File: config.mk
export PLATFORM = sky130hd
export DESIGN_NAME = spi_txn_scheduler_flat
export DESIGN_NICKNAME = d
export VERILOG_FILES = /design/src/rtl/spi_txn_scheduler_pkg.sv /design/src/rtl/spi_txn_scheduler_if.sv /design/src/rtl/spi_rr_arbiter.sv /design/src/rtl/spi_txn_scheduler.sv /design/src/flat_wrapper.sv
export SDC_FILE = /design/constraint.sdc
export NUM_CORES = 1
export LEC_CHECK = 0
export BUFFER_PORTS_ARGS = -buffer_cell sky130_fd_sc_hd__clkbuf_2
export CAP_MARGIN = 0
export CORE_UTILIZATION = 35
export DETAILED_ROUTE_END_ITERATION = 7
export GPL_TIMING_DRIVEN = 0
export SYNTH_ARGS = -nofsm -noshare
export SYNTH_HDL_FRONTEND = slang
export SYNTH_SLANG_ARGS = --single-unit
File: constraint.sdc
create_clock -name clk_i -period 3.5 [get_ports clk_i]
set_input_delay 0.525 -clock clk_i [delete_from_list [all_inputs] [get_ports clk_i]]
set_output_delay 0.525 -clock clk_i [all_outputs]
set_load 0.005 [all_outputs]
File: src/rtl/spi_txn_scheduler_pkg.sv
// Shared types and default constants for the SPI transaction scheduler.
// Requester indices double as bit positions in every per-requester vector.
package spi_sched_pkg;

    localparam int NUM_REQ           = 3;
    localparam int DEF_SIZE_W        = 13;
    localparam int DEF_SVC_FLASH_R   = 40;
    localparam int DEF_SVC_FLASH_W   = 48;
    localparam int DEF_MPU_BITS      = 16;
    localparam int DEF_MPU_DATA_BITS = 8;
    localparam int DEF_SHREG_BITS    = 16;
    localparam int DEF_GAP_CYCLES    = 4;
    localparam int DEF_MAX_BITS      = 255;

    typedef enum logic [1:0] {
        IDLE,
        GRANT,
        ACTIVE,
        GAP
    } sched_state_t;

    typedef enum logic [1:0] {
        REQ_FLASH = 2'd0,
        REQ_MPU   = 2'd1,
        REQ_SHREG = 2'd2
    } req_idx_t;

    // Folds a 0..5 sum back onto the three requester slots.
    function automatic req_idx_t rr_wrap(input logic [2:0] v);
        logic [2:0] w;
        w = (v >= 3'd3) ? (v - 3'd3) : v;
        return req_idx_t'(w[1:0]);
    endfunction

endpackage

File: src/rtl/spi_txn_scheduler_if.sv
// Requester handshakes plus the chip-select/size/mode bundle toward the SPI master.
interface spi_txn_scheduler_if #(
    parameter int SIZE_W = 13
);
    logic              flash_req;
    logic              flash_nrw;
    logic [SIZE_W-1:0] flash_size;
    logic              flash_gnt;
    logic              flash_done;
    logic              flash_err;
    logic              mpu_req;
    logic              mpu_gnt;
    logic              mpu_done;
    logic              shreg_req;
    logic              shreg_gnt;
    logic              shreg_done;
    logic              cs_flash;
    logic              cs_shift_reg;
    logic              cs_mpu;
    logic [SIZE_W-1:0] data_size;
    logic              master_mode_nrw;
    logic              busy;

    modport master (
        input  flash_req, flash_nrw, flash_size, mpu_req, shreg_req,
        output flash_gnt, flash_done, flash_err, mpu_gnt, mpu_done,
               shreg_gnt, shreg_done, cs_flash, cs_shift_reg, cs_mpu,
               data_size, master_mode_nrw, busy
    );

    modport slave (
        output flash_req, flash_nrw, flash_size, mpu_req, shreg_req,
        input  flash_gnt, flash_done, flash_err, mpu_gnt, mpu_done,
               shreg_gnt, shreg_done, cs_flash, cs_shift_reg, cs_mpu,
               data_size, master_mode_nrw, busy
    );
endinterface

File: src/rtl/spi_rr_arbiter.sv
// Three-way round-robin: first request at or after ptr wins; next_ptr is the slot after it.
module spi_rr_arbiter
    import spi_sched_pkg::*;
(
    input  logic [NUM_REQ-1:0] req,
    input  req_idx_t           ptr,
    output logic [NUM_REQ-1:0] gnt,
    output req_idx_t           next_ptr
);

    req_idx_t           cand [NUM_REQ];
    logic [NUM_REQ-1:0] hit;

    generate
        for (genvar gi = 0; gi < NUM_REQ; gi++) begin : g_cand
            assign cand[gi] = rr_wrap({1'b0, ptr} + 3'(gi));
            assign hit[gi]  = req[cand[gi]];
        end
    endgenerate

    // Scan from the farthest slot back so the slot nearest ptr overrides.
    always_comb begin
        gnt      = '0;
        next_ptr = ptr;
        for (int k = NUM_REQ - 1; k >= 0; k--) begin
            if (hit[k]) begin
                gnt           = '0;
                gnt[cand[k]]  = 1'b1;
                next_ptr      = rr_wrap({1'b0, cand[k]} + 3'd1);
            end
        end
    end

endmodule

File: src/rtl/spi_txn_scheduler.sv
// Shares one SPI master between flash, MPU and shift-register requesters:
// round-robin grant, chip-select held for the transaction length, then an idle gap.
module spi_txn_scheduler
    import spi_sched_pkg::*;
#(
    parameter int SIZE_W      = DEF_SIZE_W,
    parameter int SVC_FLASH_R = DEF_SVC_FLASH_R,
    parameter int SVC_FLASH_W = DEF_SVC_FLASH_W,
    parameter int MPU_BITS    = DEF_MPU_BITS,
    parameter int SHREG_BITS  = DEF_SHREG_BITS,
    parameter int GAP_CYCLES  = DEF_GAP_CYCLES,
    parameter int MAX_BITS    = DEF_MAX_BITS
) (
    input  logic                 clk_i,
    input  logic                 rst_i,
    spi_txn_scheduler_if.master  bus
);

    localparam int         LEN_W    = SIZE_W + 1;
    localparam logic [3:0] GAP_LOAD = 4'(GAP_CYCLES - 1);

    sched_state_t       state_reg, state_next;
    req_idx_t           ptr_reg, ptr_next, arb_ptr;
    logic [NUM_REQ-1:0] req_vec, arb_gnt;
    logic [NUM_REQ-1:0] win_reg, win_next;
    logic [NUM_REQ-1:0] gnt_reg, gnt_next;
    logic [NUM_REQ-1:0] done_reg, done_next;
    logic [NUM_REQ-1:0] cs_reg, cs_next;
    logic               err_reg, err_next;
    logic               nrw_reg, nrw_next;
    logic               busy_reg, busy_next;
    logic [SIZE_W-1:0]  size_reg, size_next;
    logic [LEN_W-1:0]   hold_reg, hold_next;
    logic [3:0]         gap_reg, gap_next;
    logic [LEN_W-1:0]   txn_len;
    logic [SIZE_W-1:0]  grant_size;
    logic               grant_nrw;

    assign req_vec[REQ_FLASH] = bus.flash_req;
    assign req_vec[REQ_MPU]   = bus.mpu_req;
    assign req_vec[REQ_SHREG] = bus.shreg_req;

    spi_rr_arbiter u_arb (
        .req      (req_vec),
        .ptr      (ptr_reg),
        .gnt      (arb_gnt),
        .next_ptr (arb_ptr)
    );

    // Transaction length is one bit wider than the size field so overflow past MAX_BITS is visible.
    always_comb begin : len_calc
        grant_size = bus.flash_size;
        grant_nrw  = bus.flash_nrw;
        txn_len    = LEN_W'(SVC_FLASH_R) + {1'b0, bus.flash_size};
        if (win_reg[REQ_MPU]) begin
            grant_size = SIZE_W'(DEF_MPU_DATA_BITS);
            grant_nrw  = 1'b0;
            txn_len    = LEN_W'(MPU_BITS);
        end else if (win_reg[REQ_SHREG]) begin
            grant_size = '0;
            grant_nrw  = 1'b1;
            txn_len    = LEN_W'(SHREG_BITS);
        end else if (bus.flash_nrw) begin
            txn_len    = LEN_W'(SVC_FLASH_W) + {1'b0, bus.flash_size};
        end
    end

    always_comb begin : fsm_next
        state_next = state_reg;
        ptr_next   = ptr_reg;
        win_next   = win_reg;
        hold_next  = hold_reg;
        gap_next   = gap_reg;
        size_next  = size_reg;
        nrw_next   = nrw_reg;
        cs_next    = '0;
        gnt_next   = '0;
        done_next  = '0;
        err_next   = 1'b0;
        case (state_reg)
            IDLE: begin
                if (|req_vec) begin
                    state_next = GRANT;
                    win_next   = arb_gnt;
                    gnt_next   = arb_gnt;
                    ptr_next   = arb_ptr;
                end
            end
            GRANT: begin
                size_next = grant_size;
                nrw_next  = grant_nrw;
                if (txn_len > LEN_W'(MAX_BITS)) begin
                    done_next  = win_reg;
                    err_next   = win_reg[REQ_FLASH];
                    gap_next   = GAP_LOAD;
                    state_next = GAP;
                end else begin
                    // L+1 down to 0 gives L+2 cycles of chip-select.
                    hold_next  = txn_len + LEN_W'(1);
                    cs_next    = win_reg;
                    state_next = ACTIVE;
                end
            end
            ACTIVE: begin
                if (hold_reg == '0) begin
                    done_next  = win_reg;
                    gap_next   = GAP_LOAD;
                    state_next = GAP;
                end else begin
                    hold_next  = hold_reg - LEN_W'(1);
                    cs_next    = win_reg;
                end
            end
            GAP: begin
                if (gap_reg == '0) state_next = IDLE;
                else               gap_next   = gap_reg - 4'd1;
            end
            default: state_next = IDLE;
        endcase
        busy_next = (state_next != IDLE);
    end

    always_ff @(posedge clk_i or posedge rst_i) begin
        if (rst_i) begin
            state_reg <= IDLE;
            ptr_reg   <= REQ_FLASH;
            win_reg   <= '0;
            hold_reg  <= '0;
            gap_reg   <= '0;
            size_reg  <= '0;
            nrw_reg   <= 1'b0;
            cs_reg    <= '0;
            gnt_reg   <= '0;
            done_reg  <= '0;
            err_reg   <= 1'b0;
            busy_reg  <= 1'b0;
        end else begin
            state_reg <= state_next;
            ptr_reg   <= ptr_next;
            win_reg   <= win_next;
            hold_reg  <= hold_next;
            gap_reg   <= gap_next;
            size_reg  <= size_next;
            nrw_reg   <= nrw_next;
            cs_reg    <= cs_next;
            gnt_reg   <= gnt_next;
            done_reg  <= done_next;
            err_reg   <= err_next;
            busy_reg  <= busy_next;
        end
    end

    assign bus.flash_gnt       = gnt_reg[REQ_FLASH];
    assign bus.mpu_gnt         = gnt_reg[REQ_MPU];
    assign bus.shreg_gnt       = gnt_reg[REQ_SHREG];
    assign bus.flash_done      = done_reg[REQ_FLASH];
    assign bus.mpu_done        = done_reg[REQ_MPU];
    assign bus.shreg_done      = done_reg[REQ_SHREG];
    assign bus.flash_err       = err_reg;
    assign bus.cs_flash        = cs_reg[REQ_FLASH];
    assign bus.cs_mpu          = cs_reg[REQ_MPU];
    assign bus.cs_shift_reg    = cs_reg[REQ_SHREG];
    assign bus.data_size       = size_reg;
    assign bus.master_mode_nrw = nrw_reg;
    assign bus.busy            = busy_reg;

endmodule

File: src/flat_wrapper.sv
// flat-port wrapper written by rule: the top's interface ports become plain ports
module spi_txn_scheduler_flat import spi_sched_pkg::*;
#(
    parameter int SIZE_W      = DEF_SIZE_W,
    parameter int SVC_FLASH_R = DEF_SVC_FLASH_R,
    parameter int SVC_FLASH_W = DEF_SVC_FLASH_W,
    parameter int MPU_BITS    = DEF_MPU_BITS,
    parameter int SHREG_BITS  = DEF_SHREG_BITS,
    parameter int GAP_CYCLES  = DEF_GAP_CYCLES,
    parameter int MAX_BITS    = DEF_MAX_BITS
)
  (clk_i, rst_i, bus_flash_req, bus_flash_nrw, bus_flash_size, bus_mpu_req, bus_shreg_req, bus_flash_gnt, bus_flash_done, bus_flash_err, bus_mpu_gnt, bus_mpu_done, bus_shreg_gnt, bus_shreg_done, bus_cs_flash, bus_cs_shift_reg, bus_cs_mpu, bus_data_size, bus_master_mode_nrw, bus_busy);
  spi_txn_scheduler_if #(.SIZE_W(SIZE_W)) bus_i ();
  input  logic clk_i;
  input  logic rst_i;
  input wire logic [$bits(bus_i.flash_req)-1:0] bus_flash_req;
  input wire logic [$bits(bus_i.flash_nrw)-1:0] bus_flash_nrw;
  input wire logic [$bits(bus_i.flash_size)-1:0] bus_flash_size;
  input wire logic [$bits(bus_i.mpu_req)-1:0] bus_mpu_req;
  input wire logic [$bits(bus_i.shreg_req)-1:0] bus_shreg_req;
  output wire logic [$bits(bus_i.flash_gnt)-1:0] bus_flash_gnt;
  output wire logic [$bits(bus_i.flash_done)-1:0] bus_flash_done;
  output wire logic [$bits(bus_i.flash_err)-1:0] bus_flash_err;
  output wire logic [$bits(bus_i.mpu_gnt)-1:0] bus_mpu_gnt;
  output wire logic [$bits(bus_i.mpu_done)-1:0] bus_mpu_done;
  output wire logic [$bits(bus_i.shreg_gnt)-1:0] bus_shreg_gnt;
  output wire logic [$bits(bus_i.shreg_done)-1:0] bus_shreg_done;
  output wire logic [$bits(bus_i.cs_flash)-1:0] bus_cs_flash;
  output wire logic [$bits(bus_i.cs_shift_reg)-1:0] bus_cs_shift_reg;
  output wire logic [$bits(bus_i.cs_mpu)-1:0] bus_cs_mpu;
  output wire logic [$bits(bus_i.data_size)-1:0] bus_data_size;
  output wire logic [$bits(bus_i.master_mode_nrw)-1:0] bus_master_mode_nrw;
  output wire logic [$bits(bus_i.busy)-1:0] bus_busy;
  assign bus_i.flash_req = bus_flash_req;
  assign bus_i.flash_nrw = bus_flash_nrw;
  assign bus_i.flash_size = bus_flash_size;
  assign bus_i.mpu_req = bus_mpu_req;
  assign bus_i.shreg_req = bus_shreg_req;
  assign bus_flash_gnt = bus_i.flash_gnt;
  assign bus_flash_done = bus_i.flash_done;
  assign bus_flash_err = bus_i.flash_err;
  assign bus_mpu_gnt = bus_i.mpu_gnt;
  assign bus_mpu_done = bus_i.mpu_done;
  assign bus_shreg_gnt = bus_i.shreg_gnt;
  assign bus_shreg_done = bus_i.shreg_done;
  assign bus_cs_flash = bus_i.cs_flash;
  assign bus_cs_shift_reg = bus_i.cs_shift_reg;
  assign bus_cs_mpu = bus_i.cs_mpu;
  assign bus_data_size = bus_i.data_size;
  assign bus_master_mode_nrw = bus_i.master_mode_nrw;
  assign bus_busy = bus_i.busy;
  spi_txn_scheduler #(.SIZE_W(SIZE_W), .SVC_FLASH_R(SVC_FLASH_R), .SVC_FLASH_W(SVC_FLASH_W), .MPU_BITS(MPU_BITS), .SHREG_BITS(SHREG_BITS), .GAP_CYCLES(GAP_CYCLES), .MAX_BITS(MAX_BITS)) u_core (.clk_i(clk_i), .rst_i(rst_i), .bus(bus_i));
endmodule
# ---- Yosys cells after proc, flatten, opt, wreduce, memory -nomap -nowiden
# Index checks and enable logic that the tools add are counted.
dict set report word_totals {
  register_bits 50
  input_bits 19
  out_inout_bits 25
  word_cells 117
}
dict set report op_classes {
  n_addsub 16
  order_cmp 13
  eq_ne 8
  mux 53
  n_reduce_logical 15
}
# operator count
set op_table {}
lappend op_table {{2-to-1 mux 14 bit} 5}
lappend op_table {{adder 6 x 13 -> 14 bit (first input constant)} 2}
lappend op_table {{one-hot mux 14 bit (2 select lines)} 1}
lappend op_table {{2-to-1 mux 3 bit} 9}
lappend op_table {{2-to-1 mux 13 bit} 2}
lappend op_table {{2-to-1 mux 2 bit} 12}
lappend op_table {{greater-or-equal comparator 3 x 2 -> 1 bit (second input constant)} 5}
lappend op_table {{adder 14 x 1 -> 14 bit (second input constant)} 1}
lappend op_table {{> comparator 14 x 8 -> 1 bit (second input constant)} 1}
lappend op_table {{zero test 14 bit} 1}
lappend op_table {{subtractor 14 x 1 -> 14 bit (second input constant)} 1}
lappend op_table {{adder 2 x 1 -> 3 bit (second input constant)} 4}
lappend op_table {{2-to-1 mux 4 bit} 3}
lappend op_table {{one-hot mux 3 bit (2 select lines)} 2}
lappend op_table {{one-hot mux 4 bit (3 select lines)} 1}
lappend op_table {{subtractor 2 bit (second input constant)} 6}
lappend op_table {{2-to-1 mux 1 bit} 11}
lappend op_table {{less-than comparator 2 x 3 -> 1 bit (second input constant)} 3}
lappend op_table {{one-hot mux 2 bit (4 select lines)} 1}
lappend op_table {{binary-select mux 1 bit (select 2 bit)} 3}
lappend op_table {{demux 1 bit (select 2 bit)} 3}
lappend op_table {{greater-or-equal comparator 2 x 1 -> 1 bit (second input constant)} 3}
lappend op_table {{!= test 2 bit (second input constant)} 3}
lappend op_table {{AND reduction 3 bit} 2}
lappend op_table {{14 further kinds} 20}

# ---- Longest topological paths before layout
dict set report depth {
  ltp_word 12
  depth_mapped 13
  depth_no_buf 10
}

# ---- By module
# Synthesis repeated with hierarchy kept, for this count alone.
dict set report unflattened {
  hier_cells 357
  area_unflattened_um2 3298.2
}
# mod n_inst cells_per_inst area_per_inst_um2 seq_area_each_um2
set by_module_without_submodules {}
lappend by_module_without_submodules {spi_txn_scheduler 1 313 2940.3 1251.2}
lappend by_module_without_submodules {spi_rr_arbiter 1 44 357.8 0.0}

# ---- Least setup slack after synthesis
# Ideal clock, no wire load.
dict set report synth_timing {
  kind {input -> register}
  start {in bus_flash_size[5]}
  end {reg u_core.hold_reg[2]}
  setup_time_ns 0.124
  arrival_ns 2.955
  required_time_ns 3.376
  path_slack_ns 0.421
  path_stages 11
  path_buffers 3
  path_cell_list {clkbuf_1 -> inv_1 -> ha_1 -> a211oi_4 -> nor4_1 -> o221a_1 -> o21a_1 -> or3_4 -> buf_6 -> buf_8 -> a211o_1}
}
dict set report synth_via {
  elab_chain_cells 7
  elab_cells_between_ends 8
  cone_classes {add/sub: 2; order compare: 1; eq/ne: 1; mux: 3; reduce/logical: 1}
}
# element line_no
set synth_rtl {}
lappend synth_rtl {{start: declaration} flat_wrapper.sv:18} ;# input wire logic [$bits(bus_i.flash_size)-1:0] bus_flash_size;
lappend synth_rtl {{adder 6 x 13 -> 14 bit, on equally long branches} {spi_txn_scheduler.sv:54, spi_txn_scheduler.sv:64}}
lappend synth_rtl {{2-to-1 mux 14 bit (*)} spi_txn_scheduler.sv:63} ;# end else if (bus.flash_nrw) begin
lappend synth_rtl {{2-to-1 mux 14 bit (*)} spi_txn_scheduler.sv:59} ;# end else if (win_reg[REQ_SHREG]) begin
lappend synth_rtl {{2-to-1 mux 14 bit (*)} spi_txn_scheduler.sv:55} ;# if (win_reg[REQ_MPU]) begin
lappend synth_rtl {{> comparator 14 x 8 -> 1 bit (*)} spi_txn_scheduler.sv:92} ;# if (txn_len > LEN_W'(MAX_BITS)) begin
lappend synth_rtl {{!= test 2 bit (no line) (*)} --}
lappend synth_rtl {{AND reduction 3 bit (no line) (*)} --}
lappend synth_rtl {{end signal: assignment} spi_txn_scheduler.sv:141} ;# hold_reg <= hold_next;
lappend synth_rtl {{end: declaration} spi_txn_scheduler.sv:33} ;# logic [LEN_W-1:0] hold_reg, hold_next;
# Mark *: on every way between the ends. The rest lies on a longest branch, timed or not.
# A chain may end at the register's enable or synchronous reset.

# ---- Final worst setup path
dict set report layout_timing {
  start {reg u_core.win_reg[2]}
  end {reg u_core.hold_reg[12]}
}
dict set report layout_via {
  elab_chain_cells 5
  elab_cells_between_ends 8
  cone_classes {add/sub: 1; order compare: 1; eq/ne: 1; mux: 4; reduce/logical: 1}
}
# element line_no
set layout_rtl {}
lappend layout_rtl {{start: declaration} spi_txn_scheduler.sv:25} ;# logic [NUM_REQ-1:0] win_reg, win_next;
lappend layout_rtl {{start signal: assignment} spi_txn_scheduler.sv:140} ;# win_reg <= win_next;
lappend layout_rtl {{2-to-1 mux 14 bit (*)} spi_txn_scheduler.sv:59}
lappend layout_rtl {{2-to-1 mux 14 bit (*)} spi_txn_scheduler.sv:55}
lappend layout_rtl {{adder 14 x 1 -> 14 bit / > comparator 14 x 8 -> 1 bit (equally long branches)} {spi_txn_scheduler.sv:99, spi_txn_scheduler.sv:92}}
lappend layout_rtl {{2-to-1 mux 14 bit / != test 2 bit (equally long branches)} --}
lappend layout_rtl {{one-hot mux 14 bit (2 select lines) / AND reduction 3 bit (equally long branches)} --}
# Mark *: on every way between the ends. The rest lies on a longest branch, timed or not. The select of a mux whose other input is x is not followed.

==> summary.md <==
- finished, final reports clean — run status
- 5 — Pre-antenna DRT Iters
- 3.277 ns — shortest period the worst path allows
- 478 — number of nets in the finished design
- 74 — number of distinct library cells after synthesis
- 36 — total number of placement rows
- 50 — # clock sinks
- 0.8192 — RePlAce Congestion
- 3.70 ns — data required time of the critical path
- 0 — number of antenna violations at the first check in global routing
- 0 — number of max-slew violations in the final report
- sky130_fd_sc_hd__dfrtp_1 — leading register cell type out of synthesis
- 0.006778 ns — final clock skew
- 0 — leftover overflow at the end of global routing
- 44 — num ports
- sky130_fd_sc_hd__dfrtp_1 — master of the slowest instance on the critical path
- sky130_fd_sc_hd__dfrtp_1 — post-synth top area cell
- 0 — Maximum Capacitance Violations
- 2 — buffer levels on the longest clock path
- register — startpoint type of the worst setup path
- 14 — Largest register FFs
- 212 — violation count after the first detailed-route iteration
- 18.02% — global-route usage over all layers
- 430 — number of nets in the synthesized netlist
- 36.20% — initial core utilization
- 15.46 um — Avg WL per Cell
- 0.50 ns — delay contributed by the slowest stage of the critical path
- 0 — post-cts hold buffer count
- 0.003555 mm^2 — Syn Std Cell Area
- 0 — ant diodes
- 5.422 — routed vias/inst
- 227.6 uV — largest voltage drop on the vdd net
- 35.20% — sequential element share of the synthesized area
- 0.3051 GHz — Max Clk Rate
- 8.976 um^2 — synthesized area per cell
- input port to async pin — Tightest Hold Check Type
- sky130_fd_sc_hd__dfrtp_1 (35%), sky130_fd_sc_hd__ha_1 (5.3%), sky130_fd_sc_hd__mux2i_1 (3.7%) — top area cells in the synthesized netlist
- 3.48 ns — arrival time worst endpoint
- 5 — total CTS buffers
- 1.224 mW — total power draw
- 299.5 mW/mm^2 — power density normalized to cell area
- 396 — post-synthesis cell count
- 50 — #FFs+latches synth
- 2983 — number of global-route vias before repair
- 0 — number of flops mapped to enable cells by yosys
- 35.20% — area share of the largest cell type after synthesis
- 40 — number of port buffers
- 0 — remaining routing DRC violations
- 3134 — vias after detailed routing
- nor2_1 > clkbuf_2 > clkbuf_2 > and2_1 > ha_1 > and2_1 > nand4_1 > or2_2 > a221o_1 > o21ai_0 > nand2_1 — cell chain of the critical path
- 0.10 ns — Clock Pin Slew Worst Setup and Hold Paths
- 14800 um — first-pass GRT wire length
- sky130_fd_sc_hd__clkbuf_8 — clk root buf
- register to register — worst setup path category
- done — clock tree from TritonCTS
- 0 — Setup-failing EPs final
- 6724 um — detailed placement HPWL
- 10 — CP max FO
- 0.2581 ns — Fin Hold WS
- 102.8 um — Die Span X
- 0.31 ns — insertion delay of the later-clocked pin in the worst-skew pair
- 93.63% — post-route fraction of the period consumed by the critical path
- 0 — # Post-CTS Setup Buffers
- register — capturing element type of the critical path
- 14.96% — Area growth syn-to-layout
- -0.1256 ns — setup slack after placement
- 41.62% — core utilization of the finished layout
- 55.93% — tightest slew margin relative to the limit
- 1.911 nW — Pleak
- 0.009819 mm^2 — total core area
- 0.2228 ns — smallest setup slack after layout
- 0 — final antenna-violating net count
- 0.01056 mm^2 — full die area
- 102.8 um — die height
- 8935 um — wire length after detailed routing
- no — unrepaired setup endpoints after global routing
- 28 — pin count of the biggest net entering global routing
- 0 — number of hold-slack violations in the final timing report
- 21.12% — fraction of final layout cells sized beyond drive strength 1
- 2 — H-tree levels
- 100.0% — proportion of synthesized flip-flops having asynchronous set or reset
- 0 — number of warnings reported in the yosys synthesis log
- 0.6565 ns — slew at the pin closest to its max-slew limit
cell type report:
cell class	instances	area (um^2)
buffer	22	133.9
clock buffer	6	82.58
clock inverter	2	60.06
fill	1030	5733
inverter	27	101.3
multi-input combinational	297	2071
sequential	50	1251
tap	133	166.4
timing repair buffer	41	220.2
worst max-delay path: cells and delay by family, from the launching register on:
family	cells	cell delay (ns)
AND/OR/NAND/NOR	6	1.40
buffers and inverters	2	0.55
AO/OA/AOI/OAI	2	0.53
flip-flops	1	0.50
adder cells (fa/ha/maj)	1	0.19
placed cells by master (no fill, tap or decap), types with 7 or more instances in the layout:
cell type and n:
sky130_fd_sc_hd__clkbuf_2 42, sky130_fd_sc_hd__mux2_2 8, sky130_fd_sc_hd__dfrtp_1 50, sky130_fd_sc_hd__ha_1 15, sky130_fd_sc_hd__o21ai_0 22, sky130_fd_sc_hd__inv_1 26, sky130_fd_sc_hd__a211oi_1 8, sky130_fd_sc_hd__nor3_1 11
sky130_fd_sc_hd__a21oi_1 17, sky130_fd_sc_hd__mux2i_1 13, sky130_fd_sc_hd__nand2_1 24, sky130_fd_sc_hd__nor2_1 25, sky130_fd_sc_hd__clkbuf_1 9, sky130_fd_sc_hd__and2_1 11, sky130_fd_sc_hd__xnor2_1 7, sky130_fd_sc_hd__nand3_1 18
routing by layer:
metal | global-route usage, % | vias up | part of all wire, % | wire length (um)
met3 | 2.712 | 12 | 4.3 | 388
met2 | 29.49 | 80 | 46 | 4091
li1 | - | 1537 | - | -
met5 | 0 | - | 0 | 0
met4 | 7.151 | 0 | 2.5 | 225
met1 | 23.93 | 1505 | 47 | 4230
synthesized netlist by cell type, types with 4 or more instances:
library cell               count
sky130_fd_sc_hd__xnor2_1       7
sky130_fd_sc_hd__a211oi_1      8
sky130_fd_sc_hd__or3_1         5
sky130_fd_sc_hd__o31ai_1       4
sky130_fd_sc_hd__mux2_2        8
sky130_fd_sc_hd__clkbuf_1     11
sky130_fd_sc_hd__nand3_1      18
sky130_fd_sc_hd__and2_1       11
sky130_fd_sc_hd__a21o_1        5
sky130_fd_sc_hd__dfrtp_1      50
sky130_fd_sc_hd__xor2_1        4
sky130_fd_sc_hd__a21oi_1      17
sky130_fd_sc_hd__o22ai_1       5
sky130_fd_sc_hd__nor4_1        5
sky130_fd_sc_hd__inv_1        27
sky130_fd_sc_hd__nand2b_1      5
sky130_fd_sc_hd__nor2_1       25
sky130_fd_sc_hd__o21ai_0      22
sky130_fd_sc_hd__nand2_1      24
sky130_fd_sc_hd__or2_2         6
sky130_fd_sc_hd__nor3b_1       4
sky130_fd_sc_hd__mux2i_1      13
sky130_fd_sc_hd__a31oi_1       4
sky130_fd_sc_hd__ha_1         15
sky130_fd_sc_hd__and3_1        6
sky130_fd_sc_hd__nor3_1       11
sky130_fd_sc_hd__nor2b_1       4
what timing repair did:
item,CTS,global route
gates resized for setup,1,2
hold endpoints to repair,0,0
gates cloned,0,0
setup endpoints to repair,1,1
pin swaps,0,0
where the power goes:
group	total [mW]	internal (mW)	switching, mW
clock	0.515	0.305	0.210
combinational	0.131	0.0514	0.0800
sequential	0.577	0.577	0.0000647
total	1.22	0.934	0.290
through the flow:
stage	std cells	setup TNS, ns	instance area [um^2]
2_1_floorplan	396	0	3555
3_3_place_gp	569	-0.2264	3921
3_5_place_dp	570	-0.6467	3941
4_1_cts	578	0	4085
5_1_grt	578	0	4086
6_report	578	0	4086
logic make-up (layout without fill, tap and decap cells):
kind of cell | Yosys count | count (layout) | synth area share [%]
xor gates and xnor gates | 11 | 11 | 2.710
buffers and inverters | 49 | 98 | 6.547
AOI/OAI and AO/OA | 103 | 103 | 20.91
DFF | 50 | 50 | 35.20
adders and majority gates | 15 | 15 | 5.280
and+or+nand+nor | 146 | 146 | 22.74
muxes | 22 | 22 | 6.617
path summary, 6_finish.rpt:
| kind | startpoint | endpoint | slack, ns | depth (start not counted) |
|---|---|---|---|---|
| worst max-delay path | u_core.win_reg[2] | u_core.hold_reg[12] | 0.22 | 11 |
| worst min-delay path | rst_i | u_core.bus.flash_err | 0.26 | 2 |
| worst max register to register | u_core.win_reg[2] | u_core.hold_reg[12] | 0.22 | 11 |
| worst min register to register | u_core.bus.data_size[12] | u_core.bus.data_size[12] | 0.52 | 1 |
| max in group asynchronous | rst_i | u_core.bus.data_size[5] | 2.69 | 3 |
| min in group clk_i | bus_flash_size[2] | u_core.bus.data_size[2] | 0.50 | 3 |
Power figures use the tool's default switching activity.
